`config.mk`:
```
export PLATFORM = sky130hd
export DESIGN_NAME = gals_spike_encoder_v2
export DESIGN_NICKNAME = d
export VERILOG_FILES = /design/src/rtl/gals_spike_encoder_v2.sv
export SDC_FILE = /design/constraint.sdc
export NUM_CORES = 1
export LEC_CHECK = 0
export CORE_ASPECT_RATIO = 1.25
export CORE_MARGIN = 1
export CORE_UTILIZATION = 53
export CTS_BUF_LIST = sky130_fd_sc_hd__clkbuf_8
export CTS_CLUSTER_SIZE = 16
export DETAILED_ROUTE_END_ITERATION = 6
export HOLD_SLACK_MARGIN = 0.15
export PLACE_DENSITY = 0.67
export SYNTH_ARGS = -nofsm -noshare
export SYNTH_HDL_FRONTEND = slang
export SYNTH_SLANG_ARGS = --single-unit
```
`constraint.sdc`:
```
create_clock -name clk -period 7 [get_ports clk]
set_input_delay 2.1 -clock clk [delete_from_list [all_inputs] [get_ports clk]]
set_output_delay 2.1 -clock clk [all_outputs]
set_load 0.03 [all_outputs]
```
`src/rtl/gals_spike_encoder_v2.sv`:
```
// Frame-buffered ANN-to-SNN bridge: 4-phase pixel-vector input, time-to-first-spike
// AER output with optional sparsity, address offset and event counting.
module gals_spike_encoder_v2 #(
    parameter int unsigned DATA_W        = 8,
    parameter int unsigned TIME_W        = 8,
    parameter int unsigned PIXEL_VEC_LEN = 8,
    parameter int unsigned NUM_PIXELS    = 20,
    parameter int unsigned ADDR_W        = 10,
    parameter int unsigned BASE_ADDR     = 0,
    parameter int unsigned T_MAX         = 127,
    parameter int unsigned SHIFT_BITS    = 2,
    parameter int unsigned SYNC_STAGES   = 2
) (
    input  logic                              clk,
    input  logic                              rst,
    input  logic                              i_data_req,
    output logic                              o_data_ack,
    input  logic [PIXEL_VEC_LEN*DATA_W-1:0]   i_data_bus,
    input  logic                              i_sparse_en,
    input  logic [DATA_W-1:0]                 i_zero_thresh,
    output logic                              o_aer_req,
    input  logic                              i_aer_ack,
    output logic [TIME_W-1:0]                 o_aer_time,
    output logic [ADDR_W-1:0]                 o_aer_addr,
    output logic                              o_encoder_done,
    output logic                              o_busy,
    output logic [ADDR_W:0]                   o_event_count
);

    localparam int unsigned VEC_LEN = PIXEL_VEC_LEN * NUM_PIXELS;
    localparam int unsigned IDX_W   = (VEC_LEN > 1) ? $clog2(VEC_LEN) : 1;
    localparam int unsigned PIX_W   = (NUM_PIXELS > 1) ? $clog2(NUM_PIXELS) : 1;
    localparam int unsigned CW      = DATA_W + 1;

    typedef enum logic [2:0] {
        S_FILL,
        S_EVAL,
        S_REQ,
        S_WAIT_LOW,
        S_DONE
    } state_t;

    state_t             r_state;
    logic [PIX_W-1:0]   r_pix_cnt;
    logic [IDX_W-1:0]   r_elem;
    logic               r_sparse_q;
    logic               r_data_ack;
    logic               r_aer_req;
    logic [TIME_W-1:0]  r_aer_time;
    logic [ADDR_W-1:0]  r_aer_addr;
    logic               r_done;
    logic [ADDR_W:0]    r_event_count;
    logic [DATA_W-1:0]  r_buf [VEC_LEN];

    logic               w_req_s;
    logic               w_ack_s;
    logic               w_latch;
    logic               w_skip;
    logic               w_last;
    logic signed [CW-1:0] w_x;
    logic signed [CW-1:0] w_xp;
    logic signed [CW-1:0] w_t;
    logic signed [CW-1:0] w_tc;
    logic [TIME_W-1:0]  w_time;

    // Optional metastability chains on the two asynchronous handshake inputs
    generate
        if (SYNC_STAGES == 0) begin : g_nosync
            assign w_req_s = i_data_req;
            assign w_ack_s = i_aer_ack;
        end else begin : g_sync
            logic [SYNC_STAGES-1:0] r_req_sync;
            logic [SYNC_STAGES-1:0] r_ack_sync;
            always_ff @(posedge clk) begin
                if (rst) begin
                    r_req_sync <= '0;
                    r_ack_sync <= '0;
                end else begin
                    r_req_sync <= SYNC_STAGES'({r_req_sync, i_data_req});
                    r_ack_sync <= SYNC_STAGES'({r_ack_sync, i_aer_ack});
                end
            end
            assign w_req_s = r_req_sync[SYNC_STAGES-1];
            assign w_ack_s = r_ack_sync[SYNC_STAGES-1];
        end
    endgenerate

    assign w_latch = (r_state == S_FILL) && w_req_s && !r_data_ack;
    assign w_last  = (r_elem == IDX_W'(VEC_LEN - 1));
    assign w_skip  = r_sparse_q && ($signed(r_buf[r_elem]) <= $signed(i_zero_thresh));

    // Frame buffer, pixel-major: element index = pixel*PIXEL_VEC_LEN + channel
    always_ff @(posedge clk) begin
        if (w_latch) begin
            for (int c = 0; c < PIXEL_VEC_LEN; c++) begin
                r_buf[IDX_W'(int'(r_pix_cnt) * PIXEL_VEC_LEN + c)] <= i_data_bus[c*DATA_W +: DATA_W];
            end
        end
    end

    // Spike time: negatives fire last, larger activations fire earlier
    always_comb begin
        w_x  = CW'($signed(r_buf[r_elem]));
        w_xp = w_x[CW-1] ? '0 : w_x;
        w_t  = $signed(CW'(T_MAX)) - (w_xp >>> SHIFT_BITS);
        w_tc = w_t;
        if (w_t[CW-1]) begin
            w_tc = '0;
        end else if (w_t > $signed(CW'(T_MAX))) begin
            w_tc = $signed(CW'(T_MAX));
        end
        w_time = TIME_W'($unsigned(w_tc));
    end

    always_ff @(posedge clk) begin
        if (rst) begin
            r_state       <= S_FILL;
            r_pix_cnt     <= '0;
            r_elem        <= '0;
            r_sparse_q    <= 1'b0;
            r_data_ack    <= 1'b0;
            r_aer_req     <= 1'b0;
            r_aer_time    <= '0;
            r_aer_addr    <= '0;
            r_done        <= 1'b0;
            r_event_count <= '0;
        end else begin
            r_done <= 1'b0;
            case (r_state)
                S_FILL: begin
                    if (w_req_s && !r_data_ack) begin
                        r_data_ack <= 1'b1;
                    end else if (!w_req_s && r_data_ack) begin
                        r_data_ack <= 1'b0;
                        if (r_pix_cnt == PIX_W'(NUM_PIXELS - 1)) begin
                            r_state       <= S_EVAL;
                            r_elem        <= '0;
                            r_event_count <= '0;
                            r_sparse_q    <= i_sparse_en;
                        end else begin
                            r_pix_cnt <= r_pix_cnt + 1'b1;
                        end
                    end
                end
                S_EVAL: begin
                    if (w_skip) begin
                        if (w_last) begin
                            r_state <= S_DONE;
                            r_done  <= 1'b1;
                        end else begin
                            r_elem <= r_elem + 1'b1;
                        end
                    end else begin
                        r_aer_time <= w_time;
                        r_aer_addr <= ADDR_W'(BASE_ADDR) + ADDR_W'(r_elem);
                        r_aer_req  <= 1'b1;
                        r_state    <= S_REQ;
                    end
                end
                S_REQ: begin
                    if (w_ack_s) begin
                        r_aer_req     <= 1'b0;
                        r_event_count <= r_event_count + 1'b1;
                        r_state       <= S_WAIT_LOW;
                    end
                end
                S_WAIT_LOW: begin
                    if (!w_ack_s) begin
                        if (w_last) begin
                            r_state <= S_DONE;
                            r_done  <= 1'b1;
                        end else begin
                            r_elem  <= r_elem + 1'b1;
                            r_state <= S_EVAL;
                        end
                    end
                end
                S_DONE: begin
                    r_pix_cnt <= '0;
                    r_state   <= S_FILL;
                end
                default: r_state <= S_FILL;
            endcase
        end
    end

    assign o_data_ack     = r_data_ack;
    assign o_aer_req      = r_aer_req;
    assign o_aer_time     = r_aer_time;
    assign o_aer_addr     = r_aer_addr;
    assign o_encoder_done = r_done;
    assign o_event_count  = r_event_count;
    assign o_busy         = !((r_state == S_FILL) && (r_pix_cnt == '0));

endmodule

```
==> impl_metrics.tcl <==
set metrics [dict create \
    synth_most_common_cell "edfxtp_1" \
    status "completed" \
    slew_headroom_pct 12.4 \
    syn_inst 2496 \
    hpwl_mm 68.0 \
    cp_max_fo 50 \
    timing.final.ws_setup_ns 0.714 \
    power.density_nw_per_um2 252 \
    setup_violations 0 \
    endpoint_kind "register" \
    sequentialPowerShare_pct 60.3 \
    area_delta_synth_final_pct 11.4 \
    wl_per_cell_um 28.9 \
    drv_slew 0 \
    path_class "reg -> reg" \
    min_period_ns 6.29 \
    crit_chain "buf_12, nor2b_1, nand2_1, a41oi_1, o21ai_0, nor4_1, nor2_1, ha_1, and4_1, a41oi_1, o22ai_1, a21oi_1, a211oi_1, a21oi_1, a311oi_1" \
    synth.largest_area_cell "edfxtp_1" \
    syn_area_um2 51900 \
    finalHoldViolations 0 \
    critPathLaunchType "register" \
    syn_avg_cell_area_um2 20.8 \
    cts-hold-fix-buffers 0 \
    postRouteAntennaNets 0 \
    routed_wl_mm 121 \
    critPathBufInv 1 \
    ctsLongestPathBuffers 3 \
    rsz0062_at_grt "no" \
    internal_power_w 0.0116 \
    crit_family "compound AO/OA/AOI/OAI gates" \
    required_ns 7.79 \
    first_iter_violations 2206 \
    final_nets 2816 \
    grt_pass1_wl_mm 177 \
    dieHeight_um 352 \
    combPwrFrac_pct 1.6 \
    synth_edf_count 1280 \
    ioPinCount 110 \
    ys_ff_latch 1337 \
    p_switching_w 0.00301 \
    r2r_setup_slack_ns 0.71 \
    tritoncts "done" \
    maxCapViolCount 0 \
    synthTopCellsByCount "edfxtp_1 (1,280), mux4_2 (284), mux2i_1 (138), nor2_1 (85), nand2_1 (66)" \
    dp_slack_ns 0.774 \
    peakVddDrop_mv 0.203 \
    cts_buffers 193 \
    p_clk_share_pct 38.1 \
    cts_setup_buffers 0 \
    dieArea_um2 99200 \
    yosys_warnings 0 \
    yosysSeqAreaShare_pct 76.2 \
    drt_pre_antenna_iters 5 \
    hold_class "reg -> reg" \
    grtUsageTotal_pct 24.9 \
    final_cell_area_um2 57800 \
    grt_pass1_vias 27200 \
    synth_largest_type_area_fraction_pct 74.0 \
    synthFlopType "edfxtp_1" \
    ys_async_sr_fraction_pct 0 \
    worstMarginPinSlew_ns 1.31 \
    layout-drive-gt1-share_pct 21.7 \
    drcViolationCount 0 \
    synth.area.top_cells "edfxtp_1 (74%), mux4_2 (12%), mux2i_1 (2.7%)" \
    clock_skew_ns 0.0379 \
    insertion_delay_ns 0.89 \
    cts_resized 0 \
    clock_sinks 1337 \
    num_vias 25900 \
    grt_max_degree 89 \
    viasPerCell 6.20 \
    worst_path_max_delay_cell "a211oi_1" \
    p_sw_share_pct 20.7 \
    timing.final.crit_share_pct 89.8 \
    antenna_found_initial 3 \
    grt_overflow 0 \
    cpPeakStageDelay_ns 1.09 \
    num_rows 128 \
    clock.fmax_mhz 159 \
    cts_root_buffer "clkbuf_8" \
    clkSlewWorstSetupHoldPaths_ns 0.06 \
    tns_ns 0 \
    core_area_um2 97200 \
    htree_levels 4 \
    power.leakage_nw 17.5 \
    fp.dieW_um 282 \
    start_util_pct 53.4 \
    postPlaceCellArea_um2 54400 \
    crit_arrival_ns 7.07 \
    io_buffers 106 \
    gp_congestion 0.840 \
    synth_cell_types 63 \
]
[worst register-to-register path: stages, from the launching register on]
cell and delay, ns:
dfxtp_4 0.80, buf_12 0.41, nor2b_1 0.88, nand2_1 0.11, a41oi_1 0.24, o21ai_0 0.14
nor4_1 0.79, nor2_1 0.21, ha_1 0.37, and4_1 0.20, a41oi_1 0.14, o22ai_1 0.15
a21oi_1 0.11, a211oi_1 1.09, a21oi_1 0.24, a311oi_1 0.31
[layout by cell type, fill, tap and decap left out, drive strengths merged, types with 4 or more instances in the layout]
| master | instances |
|---|---|
| a2111oi | 4 |
| a211oi | 27 |
| a21oi | 43 |
| a221oi | 6 |
| a22o | 8 |
| a22oi | 54 |
| a311oi | 14 |
| a31oi | 6 |
| and2 | 7 |
| and3 | 5 |
| buf | 60 |
| clkbuf | 198 |
| clkdlybuf4s50 | 106 |
| clkinv | 65 |
| clkinvlp | 6 |
| dfxtp | 57 |
| edfxtp | 1280 |
| ha | 15 |
| inv | 90 |
| mux2 | 5 |
| mux2i | 138 |
| mux4 | 284 |
| nand2 | 66 |
| nand2b | 17 |
| nand3 | 33 |
| nand4 | 9 |
| nor2 | 86 |
| nor2b | 28 |
| nor3 | 24 |
| nor3b | 5 |
| nor4 | 7 |
| o2111ai | 6 |
| o21ai | 9 |
| o221ai | 11 |
| o22ai | 26 |
| o31ai | 8 |
| or2 | 7 |
| or3 | 4 |
| xnor2 | 6 |
| xor2 | 9 |
[power by group through the flow]
stage               logic (W)  registers, W  clock network, W
CTS                  0.000234       0.00878           0.00567
global placement     0.000231       0.00895                 0
detailed placement   0.000234       0.00895                 0
floorplan           0.0000322       0.00895                 0
finish               0.000229       0.00878           0.00555
global route         0.000244       0.00878           0.00600
[registers in the layout (all words and copies together) (netlist names), named ones only]
register	cells
o_aer_req	1
o_event_count	11
r_elem	8
r_pix_cnt	5
r_state	3
o_data_ack	1
o_encoder_done	1
g_sync.r_ack_sync	2
r_sparse_q	1
g_sync.r_req_sync	2
o_aer_addr	8
r_buf	1280
o_aer_time	6
[stage by stage]
step / hold WS, ns / instances / utilization [%] / power, W
2_1_floorplan: 0.414 / 2498 / - / 0.00898
3_3_place_gp: 0.440 / 3829 / 56.0 / 0.00918
3_5_place_dp: 0.436 / 3829 / 56.0 / 0.00918
4_1_cts: 0.458 / 4170 / 59.5 / 0.0147
5_1_grt: 0.473 / 4173 / 59.5 / 0.0150
6_report: 0.461 / 4173 / 59.5 / 0.0146
[final timing paths]
check                                          start                    to  cells after the start
worst max-delay path                        register             r_elem[2]                     15
worst min-delay path            g_sync.r_ack_sync[0]  g_sync.r_ack_sync[1]                      1
worst max register to register              register             r_elem[2]                     15
worst min register to register  g_sync.r_ack_sync[0]  g_sync.r_ack_sync[1]                      1
[cell families after synthesis]
family,Yosys count,share of synthesized area [%]
DFF,1337,76.2
muxes,427,15.1
and+or+nand+nor,306,2.87
AOI/OAI and AO/OA,239,3.33
buffers and inverters,156,1.85
adders and majority gates,15,0.362
xor gates and xnor gates,15,0.253
other,1,0.00722
[cell type report]
class                      instances  area (um2)
multi-input combinational       1005       11500
timing repair buffer             166        1590
fill                            6936       39400
inverter                          21        78.8
clock buffer                     198        2730
clock inverter                   143         687
antenna                            3        7.51
sequential                      1337       39600
tap                             1300        1630
[per-layer routing]
metal	GRT usage [%]	part of all wire, %	vias to the layer above
met4	9.98	3.4	2
met2	41.1	51	1134
met1	32.7	39	13600
met3	4.54	7.2	245
met5	0	0.011	-
li1	-	-	10900
Power figures use the tool's default switching activity.
